--- src/rtl/uart_cmd_line_framer.sv ---
// uart_cmd_line_framer
//
// Drains the UART RX FIFO one byte at a time and assembles a CR/LF
// terminated ASCII command line into an internal buffer. A finished line is
// held behind a valid/ready handshake together with its length and the
// position of the first comma, so the dispatcher parses a stable frame
// instead of raw FIFO bytes.
//
// Ports:
//   clock            system clock (27 MHz)
//   reset            synchronous, active-high
//   rx_fifo_empty    RX FIFO empty flag
//   rx_fifo_data_out RX FIFO head byte (first-word-fall-through)
//   rx_fifo_read_en  single-cycle pop strobe
//   cmd_valid        a complete line is held
//   cmd_ready        dispatcher accepts the held line
//   cmd_len          number of bytes in the held line
//   cmd_comma_pos    index of the first ',' (MAX_CMD_LENGTH when none)
//   cmd_has_comma    held line contains a ','
//   cmd_rd_addr      buffer read address
//   cmd_rd_data      buffer[cmd_rd_addr], 8'h00 at or beyond cmd_len
//   err_overflow     one-cycle pulse when a line is discarded for length
//   err_timeout      one-cycle pulse when a partial line goes stale

module uart_cmd_line_framer #(
    parameter int MAX_CMD_LENGTH = 32,
    parameter int TIMEOUT_CYCLES = 270000,
    parameter int LEN_W          = $clog2(MAX_CMD_LENGTH + 1)
) (
    input  logic             clock,
    input  logic             reset,
    input  logic             rx_fifo_empty,
    input  logic [7:0]       rx_fifo_data_out,
    output logic             rx_fifo_read_en,
    output logic             cmd_valid,
    input  logic             cmd_ready,
    output logic [LEN_W-1:0] cmd_len,
    output logic [LEN_W-1:0] cmd_comma_pos,
    output logic             cmd_has_comma,
    input  logic [LEN_W-1:0] cmd_rd_addr,
    output logic [7:0]       cmd_rd_data,
    output logic             err_overflow,
    output logic             err_timeout
);

    localparam int AW = (MAX_CMD_LENGTH > 1) ? $clog2(MAX_CMD_LENGTH) : 1;
    localparam int TW = (TIMEOUT_CYCLES > 1) ? $clog2(TIMEOUT_CYCLES) : 1;

    localparam logic [LEN_W-1:0] MAX_LEN = LEN_W'(MAX_CMD_LENGTH);
    localparam logic [TW-1:0]    TO_LAST = TW'(TIMEOUT_CYCLES - 1);

    localparam logic [1:0] ST_COLLECT = 2'd0;
    localparam logic [1:0] ST_DISCARD = 2'd1;
    localparam logic [1:0] ST_HOLD    = 2'd2;

    logic [1:0]       state;
    logic [LEN_W-1:0] wr_index;
    logic [LEN_W-1:0] comma_pos;
    logic             has_comma;
    logic [TW-1:0]    idle_count;
    logic             pop_q;
    logic [7:0]       buffer [MAX_CMD_LENGTH];

    logic pop;
    logic is_term;
    logic is_bs;
    logic is_comma;
    logic store_byte;

    // A pop is never issued in the cycle right after another one, which gives
    // the FWFT FIFO a full cycle to present its next head byte.
    assign pop = !reset && !pop_q && !rx_fifo_empty &&
                 ((state == ST_COLLECT) || (state == ST_DISCARD));
    assign rx_fifo_read_en = pop;
    assign cmd_valid       = (state == ST_HOLD);

    assign is_term  = (rx_fifo_data_out == 8'h0D) || (rx_fifo_data_out == 8'h0A);
    assign is_bs    = (rx_fifo_data_out == 8'h08);
    assign is_comma = (rx_fifo_data_out == 8'h2C);

    assign store_byte = pop && (state == ST_COLLECT) && !is_term && !is_bs &&
                        (wr_index < MAX_LEN);

    // Buffer storage has no reset; its contents only matter below cmd_len.
    always_ff @(posedge clock) begin
        if (store_byte) begin
            buffer[wr_index[AW-1:0]] <= rx_fifo_data_out;
        end
    end

    // Reads outside the held line return zero, which also hides stale or
    // in-progress bytes whenever no line is held (cmd_len is 0 then).
    always_comb begin
        cmd_rd_data = 8'h00;
        if (cmd_rd_addr < cmd_len) begin
            cmd_rd_data = buffer[cmd_rd_addr[AW-1:0]];
        end
    end

    always_ff @(posedge clock) begin
        if (reset) begin
            state         <= ST_COLLECT;
            wr_index      <= '0;
            comma_pos     <= MAX_LEN;
            has_comma     <= 1'b0;
            idle_count    <= '0;
            pop_q         <= 1'b0;
            cmd_len       <= '0;
            cmd_comma_pos <= MAX_LEN;
            cmd_has_comma <= 1'b0;
            err_overflow  <= 1'b0;
            err_timeout   <= 1'b0;
        end else begin
            pop_q        <= pop;
            err_overflow <= 1'b0;
            err_timeout  <= 1'b0;

            case (state)
                ST_COLLECT: begin
                    if (pop) begin
                        idle_count <= '0;
                        if (is_term) begin
                            // Terminators on an empty line are swallowed so
                            // CR LF yields a single frame.
                            if (wr_index != '0) begin
                                cmd_len       <= wr_index;
                                cmd_comma_pos <= comma_pos;
                                cmd_has_comma <= has_comma;
                                state         <= ST_HOLD;
                            end
                        end else if (is_bs) begin
                            if (wr_index != '0) begin
                                wr_index <= wr_index - 1'b1;
                                // Only the first comma is tracked, so erasing
                                // it means no comma survives before it.
                                if (has_comma && (comma_pos == wr_index - 1'b1)) begin
                                    has_comma <= 1'b0;
                                    comma_pos <= MAX_LEN;
                                end
                            end
                        end else if (wr_index < MAX_LEN) begin
                            wr_index <= wr_index + 1'b1;
                            if (is_comma && !has_comma) begin
                                has_comma <= 1'b1;
                                comma_pos <= wr_index;
                            end
                        end else begin
                            err_overflow <= 1'b1;
                            wr_index     <= '0;
                            has_comma    <= 1'b0;
                            comma_pos    <= MAX_LEN;
                            state        <= ST_DISCARD;
                        end
                    end else if (wr_index != '0) begin
                        // A terminator pop takes the branch above, so it
                        // always beats a timeout firing in the same cycle.
                        if (idle_count == TO_LAST) begin
                            err_timeout <= 1'b1;
                            wr_index    <= '0;
                            idle_count  <= '0;
                            has_comma   <= 1'b0;
                            comma_pos   <= MAX_LEN;
                        end else begin
                            idle_count <= idle_count + 1'b1;
                        end
                    end else begin
                        idle_count <= '0;
                    end
                end

                ST_DISCARD: begin
                    idle_count <= '0;
                    if (pop && is_term) begin
                        state <= ST_COLLECT;
                    end
                end

                ST_HOLD: begin
                    idle_count <= '0;
                    if (cmd_ready) begin
                        state         <= ST_COLLECT;
                        wr_index      <= '0;
                        has_comma     <= 1'b0;
                        comma_pos     <= MAX_LEN;
                        cmd_len       <= '0;
                        cmd_comma_pos <= MAX_LEN;
                        cmd_has_comma <= 1'b0;
                    end
                end

                default: begin
                    state <= ST_COLLECT;
                end
            endcase
        end
    end

endmodule
--- config.mk ---
export PLATFORM = sky130hd
export DESIGN_NAME = uart_cmd_line_framer
export DESIGN_NICKNAME = d
export VERILOG_FILES = /design/src/rtl/uart_cmd_line_framer.sv
export SDC_FILE = /design/constraint.sdc
export NUM_CORES = 1
export LEC_CHECK = 0
export BUFFER_PORTS_ARGS = -buffer_cell sky130_fd_sc_hd__buf_2
export CAP_MARGIN = 10
export CORE_ASPECT_RATIO = 0.7
export CORE_MARGIN = 2
export CORE_UTILIZATION = 56
export CTS_CLUSTER_DIAMETER = 150
export CTS_CLUSTER_SIZE = 20
export DETAILED_ROUTE_END_ITERATION = 6
export PLACE_DENSITY = 0.76
export SYNTH_ARGS = -nofsm -noshare
export SYNTH_HDL_FRONTEND = slang
export SYNTH_SLANG_ARGS = --single-unit
--- constraint.sdc ---
create_clock -name clock -period 2.4 [get_ports clock]
set_input_delay 0.12 -clock clock [delete_from_list [all_inputs] [get_ports clock]]
set_output_delay 0.12 -clock clock [all_outputs]
set_load 0.02 [all_outputs]
== After elaboration in Yosys (flattened, before gate mapping) ==
Memories as Yosys holds them, arrays and structs flattened.
Index checks and enable logic that the tools add are counted.

* Multiplexer cells: 60
* Equal/unequal tests: 22
* Reduce and logical (&&, ||, !) cells: 29
* $lt $le $gt $ge: 2
* Bitwise operators: 3
* Add/sub/neg operators: 3

{| class="wikitable"
|+ Operator list
! operator !! number
|-
| $mux W6 || 24
|-
| $mux W19 || 3
|-
| $pmux W6 S2 || 4
|-
| $pmux W19 S2 || 1
|-
| $eq A8 B4 Y1 const B || 3
|-
| $add A19 B1 Y19 const B || 1
|-
| $eq A19 B19 Y1 const B || 1
|-
| $mux W1 || 17
|-
| $mux W2 || 7
|-
| $reduce_and A6 Y1 || 2
|-
| $logic_and A1 B1 Y1 || 10
|-
| $ne A3 B2 Y1 const B || 3
|-
| $ne A3 B3 Y1 const B || 3
|-
| $eq A8 B6 Y1 const B || 1
|-
| $mux W8 || 1
|-
| $ne A4 B3 Y1 const B || 2
|-
| $reduce_and A8 Y1 || 1
|-
| $add A6 B1 Y6 const B || 1
|-
| $eq A6 B6 Y1 || 1
|-
| $logic_not A1 Y1 || 6
|-
| $lt A6 B6 Y1 || 1
|-
| $lt A6 B6 Y1 const B || 1
|-
| $ne A2 B1 Y1 const B || 3
|-
| $pmux W2 S3 || 1
|-
| other kinds (15) || 21
|}

* Flip-flop bits (word level): 50
* Word-level logic and storage cells: 131
* Input port bits: 18
* Memories: 1
* Memory bits (writable): 256

{| class="wikitable"
|+ Memory list
! memory !! words !! bits a word !! rd ports !! clocked after Yosys merged registers in !! write ports !! line !! RTL
|-
| buffer || 32 || 8 || 1 || 0 || 1 || 62 || <nowiki>logic [7:0] buffer [MAX_CMD_LENGTH];</nowiki>
|}

== Longest topological paths before layout ==
* Depth after elaboration: 10
* Gate-level depth with buffers: 10
* Mapped depth without buffers: 8

== Worst setup path before layout ==
Ideal clock, no wire load.

* Path type: reg-to-reg
* Start: register wr_index[0]
* End: register has_comma
* Slack: -0.180 ns
* Cell stages (with the launch flop): 11
* Arrival time: 2.458 ns
* Data required time: 2.279 ns
* Cells stage by stage: dfxtp_1 > clkbuf_1 > inv_1 > ha_1 > nor2b_1 > nand2_1 > nand3_4 > a311oi_4 > and3_1 > buf_6 > mux2_4

* Cells in the longest elaborated chain, start to end: 6
* Elaborated cells between the ends (all ways): 15
* Those cells by class: add/sub: 1; order compare: 1; eq/ne: 5; mux: 5; reduce/logical: 3

{| class="wikitable"
|+ RTL lines
! item !! line !! RTL
|-
| from (decl) || 57 || <nowiki>logic [LEN_W-1:0] wr_index;</nowiki>
|-
| from (signal assigned) || 133 || <nowiki>wr_index <= wr_index - 1'b1;</nowiki>
|-
| from (signal assigned) || 142 || <nowiki>wr_index <= wr_index + 1'b1;</nowiki>
|-
| branches (longest 6 deep; another with $sub A6 B1 Y6) || - ||
|-
| to (signal assigned) || 137 || <nowiki>has_comma <= 1'b0;</nowiki>
|-
| to (signal assigned) || 144 || <nowiki>has_comma <= 1'b1;</nowiki>
|-
| to (signal assigned) || 150 || <nowiki>has_comma <= 1'b0;</nowiki>
|-
| to (decl) || 59 || <nowiki>logic has_comma;</nowiki>
|}

Several ways; the timed one is not identified. The select of a mux whose other input is x is not followed.
A chain may end at the register's enable or synchronous reset.

== Worst setup path after layout ==
* Start: memory buffer[25][6]
* End: output cmd_rd_data[6]

* Cells in the longest elaborated chain, start to end: 2

{| class="wikitable"
|+ RTL lines
! item !! line !! RTL
|-
| from (decl) || 62 ||
|-
| $mem_v2 Z32 W8 || - ||
|-
| $mux W8 || 95 || <nowiki>if (cmd_rd_addr < cmd_len) begin</nowiki>
|-
| to (decl) || 41 || <nowiki>output logic [7:0] cmd_rd_data,</nowiki>
|}

No other way between the ends.

==> results.yml <==
outcome:
  outcome: "complete, but fails checks"
  violations: "negative setup slack"
worst_setup_path:
  worstSetupPathType: "register to primary output"
  cp_top_family: "multiplexers"
  cp-end-kind: "primary output"
  cp_num_cells: 5
  slowest_delay_ns: 0.51
  critPathMaxFanout: 1
  crit_required_ns: 2.28
  ff2ff_path_depth: 8
  r2r_slack_ns: 0.11
  start_kind: "register"
  slowest_stage: "mux4_2"
  crit_buf_inv: 1
  arrival_ns: 2.35
  crit_chain: "mux4_2 > mux4_2 > mux2i_2 > nor2_1 > buf_2"
  path_common_cell: "mux4_2"
logic_synthesis:
  synth_seq_area_share: 0.664
  synth-xor-area-share: 0.00804
  synth_top_cell_area_share: 0.588
  synthMuxAreaShare: 0.152
  synth_compound_area_frac: 0.0559
  avgSynthCellArea_um2: 16.0
  synth_top_family_by_area: "multiplexers"
  ys_types: 64
  synth_edf_count: 256
  synthFlopType: "edfxtp_1"
  ys_warn_count: 0
  syn_inst: 815
  yosysTopAreaCell: "edfxtp_1"
  async_flop_share: 0
  synthSimpleGateAreaFrac: 0.0860
  syn_area_um2: 13100
  synthesis.nets: 848
  ys_seq_elements: 306
  synthTopCellsByArea: "edfxtp_1 (59%), mux4_2 (13%), dfxtp_1 (7.7%)"
  synth_fa_ha_area_frac: 0.0144
floorplanning:
  core_um2: 22800
  die_area_um2: 24600
  io_pins: 43
  std_cell_rows: 46
  start_util: 0.574
  die_h_um: 132
  fp.dieW_um: 187
global_route:
  grt_pass1_wl_um: 44800
  grt_overflow: 0
  grt_max_degree: 44
  antenna_found_initial: 0
  grt_pass1_vias: 7474
  grt_use_total: 0.238
detailed_routing:
  drt-initial-drc-count: 919
  drc: 0
  first_pass_iters: 5
  vias: 7711
  antenna_left: 0
  via_per_inst: 6.14
  routed_wl_um: 29100
  wl_per_cell_um: 23.2
cells_and_area:
  fin_nets: 964
  final_cell_mix: "edfxtp_1 (256), buf_4 (89), nor2_1 (79)"
  design_area_um2: 15000
  fillers: 1586
  final_util: 0.656
  layout-drive-gt1-share: 0.278
  fin_cells: 1255
  area_growth_pct: 14.4
  n_antenna_cell: 0
  layout_commonest_cell: "edfxtp_1"
clocking:
  cts_buffer_depth: 3
  clk_latency_ns: 0.50
  clkTransAtPathRegs_ns: 0.08
  cts_root_buffer: "clkbuf_16"
  numCtsBuffers: 19
  htreeDepth: 1
  cts_tree: "yes"
  clkSinkCount: 306
placed_design:
  post-place-ws_ns: 0.0469
  post_dp_cell_area_um2: 14200
  portBuffers: 42
  dp_hpwl_um: 19300
  gp_congestion: 0.827
  placed_cells: 1216
pwr:
  p_leak_nw: 5.04
  power_density_nw_per_um2: 637
  power_mw: 9.54
  ir_worst_vdd_uv: 425
timing:
  setup_violations: 4
  setup_slack_ns: -0.0653
  tns_ns: -0.123
  fin_crit_sh: 1.03
  fin_skew_ns: 0.0195
  whs_ns: 0.0127
  rsz0062_at_grt: "true"
  period_needed_ns: 2.47
  finalHoldViolCount: 0
  fmax_ghz: 0.406
  max_slew.worst_pin.slew_ns: 0.521
  slew_viol_final: 0
  max_slew_margin: 0.651
min_path:
  hold_path_depth: 1
  hold_class: "input port to register"
job:
  drv_cap: 0
## cells by family after synthesis
logic type,Yosys count
DFF,306
and+or+nand+nor,214
muxes,107
AOI/OAI and AO/OA,103
buffers and inverters,58
adders and majority gates,15
xor gates and xnor gates,12
## synthesized netlist by cell type, types with 7 or more instances
| cell | count |
|---|---|
| o21ai_0 | 12 |
| edfxtp_1 | 256 |
| mux4_2 | 73 |
| nor2_1 | 80 |
| ha_1 | 15 |
| nor3_1 | 12 |
| nand2b_1 | 11 |
| mux2i_1 | 32 |
| a311oi_1 | 11 |
| and3_1 | 7 |
| nor2b_1 | 22 |
| nand2_1 | 32 |
| clkbuf_1 | 27 |
| xor2_1 | 7 |
| buf_2 | 10 |
| a21oi_1 | 27 |
| dfxtp_1 | 50 |
| a211oi_1 | 17 |
| inv_1 | 15 |
| nand3_1 | 12 |
## path summary, 6_finish.rpt
path	from	endpoint
worst max-delay path	buffer[25][6]$_DFFE_PP_	cmd_rd_data[6]
worst min-delay path	rx_fifo_data_out[5]	buffer[5][5]$_DFFE_PP_
worst max register to register	state[0]$_SDFFE_PP0P_	idle_count[17]$_SDFFE_PP0P_
worst min register to register	cmd_comma_pos[0]$_SDFFE_PP0P_	cmd_comma_pos[0]$_SDFFE_PP0P_
## flip-flops by register name, summed over array words and instances, names as in the netlist, 2 cells and up
name	count
cmd_comma_pos	6
state	2
cmd_len	6
wr_index	6
comma_pos	6
buffer	256
idle_count	19
## layout make-up
class                   instances  area [µm²]  area share
clock inverters                 1        16.3     0.00109
flip-flops and latches        306        8690       0.581
repair buffers                138        1040      0.0697
well taps                     312         390      0.0261
clock buffers                  32         524      0.0350
inverters                      15        56.3     0.00376
multi-input cells             451        4240       0.283
## power breakdown
group / switching (mW) / internal (mW)
logic: 0.359 / 0.264
clock network: 1.65 / 1.51
registers: 0.00455 / 5.75
total: 2.01 / 7.53
## routing by layer
layer | track usage | vias to the layer above | routed length, µm
met3 | 0.0367 | 48 | 2890
li1 | - | 3437 | -
met1 | 0.371 | 3852 | 12700
met2 | 0.358 | 374 | 12900
met5 | 0 | - | 0
met4 | 0.0556 | 0 | 663
## what timing repair did
action | CTS | global route
resized for setup | 12 | 16
endpoints found under the setup margin | 9 | 239
setup buffers | 0 | 1
hold endpoints to repair | 7 | 0
pin swaps | 5 | 8
hold buffers | 4 | 0
cloned | 0 | 1
(Power assumes the default switching activity.)
